--- src/rtl/hazard_fwd_unit_pkg.sv ---
// Shared types for the hazard/forwarding unit: operand select codes and
// the debug state encoding of the stall FSM.
package hazard_pkg;

    localparam int REG_AW_DEF = 5;

    typedef enum logic [1:0] {
        FWD_RF  = 2'b00,
        FWD_MEM = 2'b01,
        FWD_WB  = 2'b10
    } fwd_sel_e;

    typedef enum logic [1:0] {
        RUN = 2'd0,
        LU  = 2'd1,
        SB  = 2'd2
    } hz_state_e;

endpackage

--- src/rtl/hazard_fwd_unit_if.sv ---
// Pipeline-side bundle of the hazard unit: stage qualifiers in,
// operand selects and stall/bubble controls out.
interface hazard_fwd_unit_if
    import hazard_pkg::*;
#(
    parameter int REG_AW  = REG_AW_DEF,
    parameter int NUM_SRC = 2
);
    logic                             id_valid;
    logic [NUM_SRC-1:0][REG_AW-1:0]   id_rs;
    logic [NUM_SRC-1:0]               id_rs_used;
    logic [REG_AW-1:0]                id_rd;
    logic                             id_wr_en;
    logic                             ex_valid;
    logic                             ex_wr_en;
    logic                             ex_is_load;
    logic [REG_AW-1:0]                ex_rd;
    logic                             mem_valid;
    logic                             mem_wr_en;
    logic [REG_AW-1:0]                mem_rd;
    logic                             lc_issue;
    logic [REG_AW-1:0]                lc_rd;
    logic                             lc_done;
    logic [REG_AW-1:0]                lc_done_rd;
    logic [NUM_SRC-1:0][1:0]          fwd_sel;
    logic                             stall_id;
    logic                             bubble_ex;

    modport master (
        output id_valid, id_rs, id_rs_used, id_rd, id_wr_en,
               ex_valid, ex_wr_en, ex_is_load, ex_rd,
               mem_valid, mem_wr_en, mem_rd,
               lc_issue, lc_rd, lc_done, lc_done_rd,
        input  fwd_sel, stall_id, bubble_ex
    );

    modport slave (
        input  id_valid, id_rs, id_rs_used, id_rd, id_wr_en,
               ex_valid, ex_wr_en, ex_is_load, ex_rd,
               mem_valid, mem_wr_en, mem_rd,
               lc_issue, lc_rd, lc_done, lc_done_rd,
        output fwd_sel, stall_id, bubble_ex
    );

endinterface

--- src/rtl/hazard_fwd_unit_scoreboard.sv ---
// Pending-writeback bits for long-latency destinations, with one hit
// output per read address (sources plus the ID destination).
module hazard_scoreboard
    import hazard_pkg::*;
#(
    parameter int REG_AW = REG_AW_DEF,
    parameter int NUM_RD = 3
) (
    input  logic                          clk,
    input  logic                          rst_n,
    input  logic                          set_en,
    input  logic [REG_AW-1:0]             set_addr,
    input  logic                          clr_en,
    input  logic [REG_AW-1:0]             clr_addr,
    input  logic [NUM_RD-1:0][REG_AW-1:0] rd_addr,
    output logic [NUM_RD-1:0]             hit
);

    localparam int NUM_REGS = 1 << REG_AW;

    logic [NUM_REGS-1:0] pending_d;
    logic [NUM_REGS-1:0] pending_q;

    // Clear is applied before set so a same-cycle reissue keeps the bit owned.
    always_comb begin
        pending_d = pending_q;
        if (clr_en && (clr_addr != '0)) begin
            pending_d[clr_addr] = 1'b0;
        end
        if (set_en && (set_addr != '0)) begin
            pending_d[set_addr] = 1'b1;
        end
    end

    always_ff @(posedge clk or negedge rst_n) begin
        if (!rst_n) begin
            pending_q <= '0;
        end else begin
            pending_q <= pending_d;
        end
    end

    always_comb begin
        hit = '0;
        for (int i = 0; i < NUM_RD; i++) begin
            hit[i] = pending_q[rd_addr[i]];
        end
    end

endmodule

--- src/rtl/hazard_fwd_unit.sv ---
// RAW forwarding select, load-use bubble and long-latency scoreboard stall
// for the ID/EX boundary; selects are decided in ID and registered for EX.
module hazard_fwd_unit
    import hazard_pkg::*;
#(
    parameter int REG_AW  = REG_AW_DEF,
    parameter int NUM_SRC = 2,
    parameter int CNT_W   = 32
) (
    input  logic               clk,
    input  logic               rst_n,
    input  logic               pipe_hold,
    hazard_fwd_unit_if.slave   hif,
    output logic [1:0]         hz_state,
    output logic [CNT_W-1:0]   stall_cnt
);

    logic [NUM_SRC:0][REG_AW-1:0] sb_addr;
    logic [NUM_SRC:0]             sb_hit_vec;
    logic [NUM_SRC-1:0]           cand;
    logic [NUM_SRC-1:0][1:0]      sel_comb;
    logic                         load_use;
    logic                         sb_hit;
    logic                         stall;

    logic [NUM_SRC-1:0][1:0]      fwd_sel_d;
    logic [NUM_SRC-1:0][1:0]      fwd_sel_q;
    hz_state_e                    state_d;
    hz_state_e                    state_q;
    logic [CNT_W-1:0]             cnt_d;
    logic [CNT_W-1:0]             cnt_q;

    hazard_scoreboard #(
        .REG_AW (REG_AW),
        .NUM_RD (NUM_SRC + 1)
    ) u_scoreboard (
        .clk      (clk),
        .rst_n    (rst_n),
        .set_en   (hif.lc_issue),
        .set_addr (hif.lc_rd),
        .clr_en   (hif.lc_done),
        .clr_addr (hif.lc_done_rd),
        .rd_addr  (sb_addr),
        .hit      (sb_hit_vec)
    );

    // A load in EX cannot forward; its consumer falls through to the MEM check next cycle.
    always_comb begin
        cand     = '0;
        sel_comb = '0;
        load_use = 1'b0;
        sb_addr  = '0;
        for (int i = 0; i < NUM_SRC; i++) begin
            cand[i]    = hif.id_rs_used[i] && (hif.id_rs[i] != '0);
            sb_addr[i] = hif.id_rs[i];
            if (cand[i]) begin
                if (hif.ex_valid && hif.ex_wr_en && !hif.ex_is_load &&
                    (hif.ex_rd == hif.id_rs[i])) begin
                    sel_comb[i] = FWD_MEM;
                end else if (hif.mem_valid && hif.mem_wr_en &&
                             (hif.mem_rd == hif.id_rs[i])) begin
                    sel_comb[i] = FWD_WB;
                end
                if (hif.id_valid && hif.ex_valid && hif.ex_is_load &&
                    hif.ex_wr_en && (hif.ex_rd == hif.id_rs[i])) begin
                    load_use = 1'b1;
                end
            end
        end
        sb_addr[NUM_SRC] = hif.id_rd;
    end

    always_comb begin
        sb_hit = 1'b0;
        for (int i = 0; i < NUM_SRC; i++) begin
            if (cand[i] && sb_hit_vec[i]) begin
                sb_hit = 1'b1;
            end
        end
        if (hif.id_wr_en && sb_hit_vec[NUM_SRC]) begin
            sb_hit = 1'b1;
        end
        sb_hit = sb_hit && hif.id_valid;
    end

    assign stall         = rst_n && !pipe_hold && (load_use || sb_hit);
    assign hif.stall_id  = stall;
    assign hif.bubble_ex = stall;
    assign hif.fwd_sel   = fwd_sel_q;
    assign hz_state      = state_q;
    assign stall_cnt     = cnt_q;

    always_comb begin
        fwd_sel_d = fwd_sel_q;
        state_d   = state_q;
        cnt_d     = cnt_q;
        if (!pipe_hold) begin
            fwd_sel_d = stall ? '0 : sel_comb;
            if (sb_hit) begin
                state_d = SB;
            end else if ((state_q == RUN) && load_use) begin
                state_d = LU;
            end else begin
                state_d = RUN;
            end
        end
        if (stall && (cnt_q != '1)) begin
            cnt_d = cnt_q + CNT_W'(1);
        end
    end

    always_ff @(posedge clk or negedge rst_n) begin
        if (!rst_n) begin
            fwd_sel_q <= '0;
            state_q   <= RUN;
            cnt_q     <= '0;
        end else begin
            fwd_sel_q <= fwd_sel_d;
            state_q   <= state_d;
            cnt_q     <= cnt_d;
        end
    end

endmodule

--- src/flat_wrapper.sv ---
// flat-port wrapper written by rule: the top's interface ports become plain ports
module hazard_fwd_unit_flat import hazard_pkg::*;
#(
    parameter int REG_AW  = REG_AW_DEF,
    parameter int NUM_SRC = 2,
    parameter int CNT_W   = 32
)
  (clk, rst_n, pipe_hold, hz_state, stall_cnt, hif_id_valid, hif_id_rs, hif_id_rs_used, hif_id_rd, hif_id_wr_en, hif_ex_valid, hif_ex_wr_en, hif_ex_is_load, hif_ex_rd, hif_mem_valid, hif_mem_wr_en, hif_mem_rd, hif_lc_issue, hif_lc_rd, hif_lc_done, hif_lc_done_rd, hif_fwd_sel, hif_stall_id, hif_bubble_ex);
  hazard_fwd_unit_if #(.REG_AW(REG_AW), .NUM_SRC(NUM_SRC)) hif_i ();
  input  logic clk;
  input  logic rst_n;
  input  logic pipe_hold;
  output logic [1:0] hz_state;
  output logic [CNT_W-1:0] stall_cnt;
  input wire logic [$bits(hif_i.id_valid)-1:0] hif_id_valid;
  input wire logic [$bits(hif_i.id_rs)-1:0] hif_id_rs;
  input wire logic [$bits(hif_i.id_rs_used)-1:0] hif_id_rs_used;
  input wire logic [$bits(hif_i.id_rd)-1:0] hif_id_rd;
  input wire logic [$bits(hif_i.id_wr_en)-1:0] hif_id_wr_en;
  input wire logic [$bits(hif_i.ex_valid)-1:0] hif_ex_valid;
  input wire logic [$bits(hif_i.ex_wr_en)-1:0] hif_ex_wr_en;
  input wire logic [$bits(hif_i.ex_is_load)-1:0] hif_ex_is_load;
  input wire logic [$bits(hif_i.ex_rd)-1:0] hif_ex_rd;
  input wire logic [$bits(hif_i.mem_valid)-1:0] hif_mem_valid;
  input wire logic [$bits(hif_i.mem_wr_en)-1:0] hif_mem_wr_en;
  input wire logic [$bits(hif_i.mem_rd)-1:0] hif_mem_rd;
  input wire logic [$bits(hif_i.lc_issue)-1:0] hif_lc_issue;
  input wire logic [$bits(hif_i.lc_rd)-1:0] hif_lc_rd;
  input wire logic [$bits(hif_i.lc_done)-1:0] hif_lc_done;
  input wire logic [$bits(hif_i.lc_done_rd)-1:0] hif_lc_done_rd;
  output wire logic [$bits(hif_i.fwd_sel)-1:0] hif_fwd_sel;
  output wire logic [$bits(hif_i.stall_id)-1:0] hif_stall_id;
  output wire logic [$bits(hif_i.bubble_ex)-1:0] hif_bubble_ex;
  assign hif_i.id_valid = hif_id_valid;
  assign hif_i.id_rs = hif_id_rs;
  assign hif_i.id_rs_used = hif_id_rs_used;
  assign hif_i.id_rd = hif_id_rd;
  assign hif_i.id_wr_en = hif_id_wr_en;
  assign hif_i.ex_valid = hif_ex_valid;
  assign hif_i.ex_wr_en = hif_ex_wr_en;
  assign hif_i.ex_is_load = hif_ex_is_load;
  assign hif_i.ex_rd = hif_ex_rd;
  assign hif_i.mem_valid = hif_mem_valid;
  assign hif_i.mem_wr_en = hif_mem_wr_en;
  assign hif_i.mem_rd = hif_mem_rd;
  assign hif_i.lc_issue = hif_lc_issue;
  assign hif_i.lc_rd = hif_lc_rd;
  assign hif_i.lc_done = hif_lc_done;
  assign hif_i.lc_done_rd = hif_lc_done_rd;
  assign hif_fwd_sel = hif_i.fwd_sel;
  assign hif_stall_id = hif_i.stall_id;
  assign hif_bubble_ex = hif_i.bubble_ex;
  hazard_fwd_unit #(.REG_AW(REG_AW), .NUM_SRC(NUM_SRC), .CNT_W(CNT_W)) u_core (.clk(clk), .rst_n(rst_n), .pipe_hold(pipe_hold), .hif(hif_i), .hz_state(hz_state), .stall_cnt(stall_cnt));
endmodule
--- config.mk ---
export PLATFORM = sky130hd
export DESIGN_NAME = hazard_fwd_unit_flat
export DESIGN_NICKNAME = d
export VERILOG_FILES = /design/src/rtl/hazard_fwd_unit_pkg.sv /design/src/rtl/hazard_fwd_unit_if.sv /design/src/rtl/hazard_fwd_unit_scoreboard.sv /design/src/rtl/hazard_fwd_unit.sv /design/src/flat_wrapper.sv
export SDC_FILE = /design/constraint.sdc
export NUM_CORES = 1
export LEC_CHECK = 0
export BUFFER_PORTS_ARGS = -buffer_cell sky130_fd_sc_hd__buf_4
export CORE_UTILIZATION = 55
export CTS_CLUSTER_DIAMETER = 150
export DETAILED_ROUTE_END_ITERATION = 16
export HOLD_SLACK_MARGIN = 0.03
export PLACE_DENSITY = 0.8
export REMOVE_ABC_BUFFERS = 1
export SYNTH_ARGS = -nofsm -noshare
export SYNTH_HDL_FRONTEND = slang
export SYNTH_SLANG_ARGS = --single-unit
--- constraint.sdc ---
create_clock -name clk -period 3 [get_ports clk]
set_clock_uncertainty 0.15 [all_clocks]
set_input_delay 0.3 -clock clk [delete_from_list [all_inputs] [get_ports clk]]
set_output_delay 0.3 -clock clk [all_outputs]
set_load 0.005 [all_outputs]
==> reports/results.tsv <==
metric	value	unit
ratio of cells with drive above 1 in the final layout	0.2854	
LEAKAGE	2.297	nW
Via density	6.307	
clk slew on worst S/H paths	0.08	ns
Worst-Margin Slew	0.8515	ns
WL final	11250	um
Crit Path Max Fanout	31	
First-pass DRT Iterations	5	
Synth async-reset ratio	1.000	
Util after Layout	0.7093	
overall die width	90.23	um
CP max stage cell	mux4_2	
Tcrit/Tclk final	0.9895	
status	complete, no violations	
Min Hold Slack	0.008980	ns
top cells by count, synth	dfrtp_1 (70), o21ai_0 (65), nand2_1 (34), xor2_1 (30), mux4_2 (25)	
Syn. warnings	0	
Worst Setup End Kind	flip-flop	
leading post-synthesis cells by cell area	dfrtp_1 (41%), mux4_2 (13%), o21ai_0 (7.6%)	
TritonCTS buffer count	9	
main combinational cell family by area after synthesis	simple AND/OR/NAND/NOR gates	
final setup vio count	0	
max incr delay on CP	0.48	ns
Initial DRC Count	375	
Pins Over Slew Limit	0	
DRC Markers	0	
Critical Path RT	3.08	ns
Synth Area in Compound Gates	0.09819	
die height	90.23	um
post-layout min period	2.969	ns
hold-fix buffer count after cts	0	
Simple-Gate Fraction of Synth Area	0.1902	
fin cells	600	
Core ar.	0.007370	mm2
Clock Sinks	70	
Gate Count Post-Synth	411	
Area growth, synth to finish	22.09	%
crit-path cells	mux4_2 > nor2b_1 > a211o_1 > a32oi_2 > nor4b_4 > buf_4 > buf_12 > nor2_1 > mux2_1	
sequential fraction of the synthesis area	0.4091	
# Max-Cap Violations	0	
antenna violations before repair	0	
CP Buf/Inv Count	2	
Max Fclk	0.3369	GHz
Overflow after GRT	0	
FP Rows	31	
share of the synthesized area in the top cell type	0.4091	
vias post-DR	3784	
average routed wire per standard cell	18.75	um
# IOs	89	
Hold WC Path Type	input pin to async pin	
FF+latch count, synth	70	
gpl congestion	0.8691	
CTS root buf	clkbuf_8	
mapped cell area	0.004282	mm2
largest area contributor in the netlist	dfrtp_1	
# diodes	0	
Synth Flop Type	dfrtp_1	
Post-synth EDFFs	0	
mux share of post-synthesis cell area	0.1748	
Design Power	2.650	mW
I/O Buffers	88	
Critical Path Source Type	flip-flop	
Slew Limit Headroom	0.4323	
Max H-tree Level	3	
largest net degree at the start of global routing	71	
Total Routing Usage GR	0.2866	
TNS Setup	0	ns
Data arrival, critical path	3.05	ns
Die Footprint	0.008141	mm2
Mean Syn Cell Area	10.42	um2
Synth Area in Adders	0.002922	
worst setup path class	flip-flop to flip-flop	
first-pass GRT wire length	18350	um
via count of the first global-routing pass	3649	
Distinct cells, synth	41	
dpl cells	583	
worst-skew pair later-pin latency	0.35	ns
most frequent cell after synthesis	dfrtp_1	
clk buf depth	2	
XOR/XNOR Fraction of Synth Area	0.09819	
final hold violations	0	
post-DP HPWL	8221	um
starting density of the core	0.5810	
nets	546	
CTS tree	done	
post-route antenna net violation count	0	
crit-path leading delay family	multiplexers	
Power Dens Cells	506.9	mW/mm2
VDD IR-drop max	298.1	uV
-- layout make-up --
type / instances / area [um2]
Clock buffer: 10 / 127.6
Clock inverter: 6 / 68.82
Fill cell: 580 / 2142
Inverter: 5 / 18.77
Multi-Input combinational cell: 318 / 2434
Sequential cell: 70 / 1752
Tap cell: 99 / 123.9
Timing Repair Buffer: 92 / 703.2
-- registers in the layout (all words and copies together) (netlist names) --
register                       flops
u_core.hif.fwd_sel                 4
u_core.stall_cnt                  32
u_core.u_scoreboard.pending_q     32
u_core.hz_state                    2
-- worst paths after layout --
check                                                            from                                           to  slack (ns)  cells after the start
hold / removal                                                  rst_n             u_core.stall_cnt[24]$_DFFE_PN0P_       0.009                      2
max in group asynchronous                                       rst_n  u_core.u_scoreboard.pending_q[20]$_DFF_PN0_        2.13                      2
setup / recovery           u_core.u_scoreboard.pending_q[3]$_DFF_PN0_              u_core.stall_cnt[1]$_DFFE_PN0P_        0.03                      9
setup reg to reg           u_core.u_scoreboard.pending_q[3]$_DFF_PN0_              u_core.stall_cnt[1]$_DFFE_PN0P_        0.03                      9
hold reg to reg            u_core.u_scoreboard.pending_q[0]$_DFF_PN0_   u_core.u_scoreboard.pending_q[0]$_DFF_PN0_        0.31                      0
min in group clk                                            pipe_hold            u_core.hif.fwd_sel[3]$_DFFE_PN0N_        0.05                      2
-- layer usage --
| metal | vias up | routed length [um] | global-route usage |
|---|---|---|---|
| met4 | 0 | 219 | 0.09409 |
| met1 | 1852 | 4576 | 0.4047 |
| met2 | 205 | 5553 | 0.4555 |
| li1 | 1701 | - | - |
| met3 | 26 | 897 | 0.04569 |
| met5 | - | 0 | 0 |
-- cells by family (layout without fill, tap and decap cells) --
kind of cell,after synthesis,in the layout
and+or+nand+nor,149,149
AOI/OAI and AO/OA,77,77
DFF,70,70
xor gates and xnor gates,48,48
muxes,43,43
buffers and inverters,23,113
adders and majority gates,1,1
-- where the power goes --
| group | switching [mW] | leakage, nW | internal (mW) | total [mW] |
|---|---|---|---|---|
| logic | 0.307 | 1.31 | 0.355 | 0.663 |
| clock network | 0.384 | 0.0973 | 0.390 | 0.774 |
| registers | 0.151 | 0.894 | 1.06 | 1.21 |
| total | 0.842 | 2.30 | 1.81 | 2.65 |
-- repair_timing --
action	4_1_cts	5_1_grt
setup endpoints to repair	2	3
resized for setup	0	4
endpoints found under the hold margin	0	0
buffers inserted	1	0
pin swaps	0	1
-- per-stage QoR --
stage	setup slack, ns	instance area, um2
after CTS	0.05473	5210
after floorplan	-0.2256	4187
after global routing	-0.02437	5228
after detailed placement	0.08271	5006
final	0.03140	5228
after global placement	0.2137	5006
-- cells in the final DEF, fill, tap and decap left out, types with 2 or more instances in the layout --
master     n
mux4_2    25
nand3_1   21
nand2b_1   4
dfrtp_1   70
a21oi_1    2
mux2i_1   14
or3b_2     4
nand2_1   34
xnor2_1   18
nor2b_1    3
nor4_1    13
inv_1      5
xor2_1    30
nand4_1    8
and2_1     2
nor2_1    18
clkbuf_8   9
nand3b_1  11
nor4b_1    3
nor3_1    13
or4_1      4
o31ai_1    2
o41ai_1    2
or3_1      5
mux2_1     2
o21ai_0   65
mux2_2     2
buf_4     91
inv_6      2
-- worst register-to-register path: cells and delay by family (launching register included) --
kind                   cells  cell delay [ns]
AND/OR/NAND/NOR            3             0.59
multiplexers               2             0.81
AO/OA/AOI/OAI              2             0.49
flip-flops                 1             0.45
buffers and inverters      2             0.36
No activity file was read; power rests on OpenSTA's default activity.
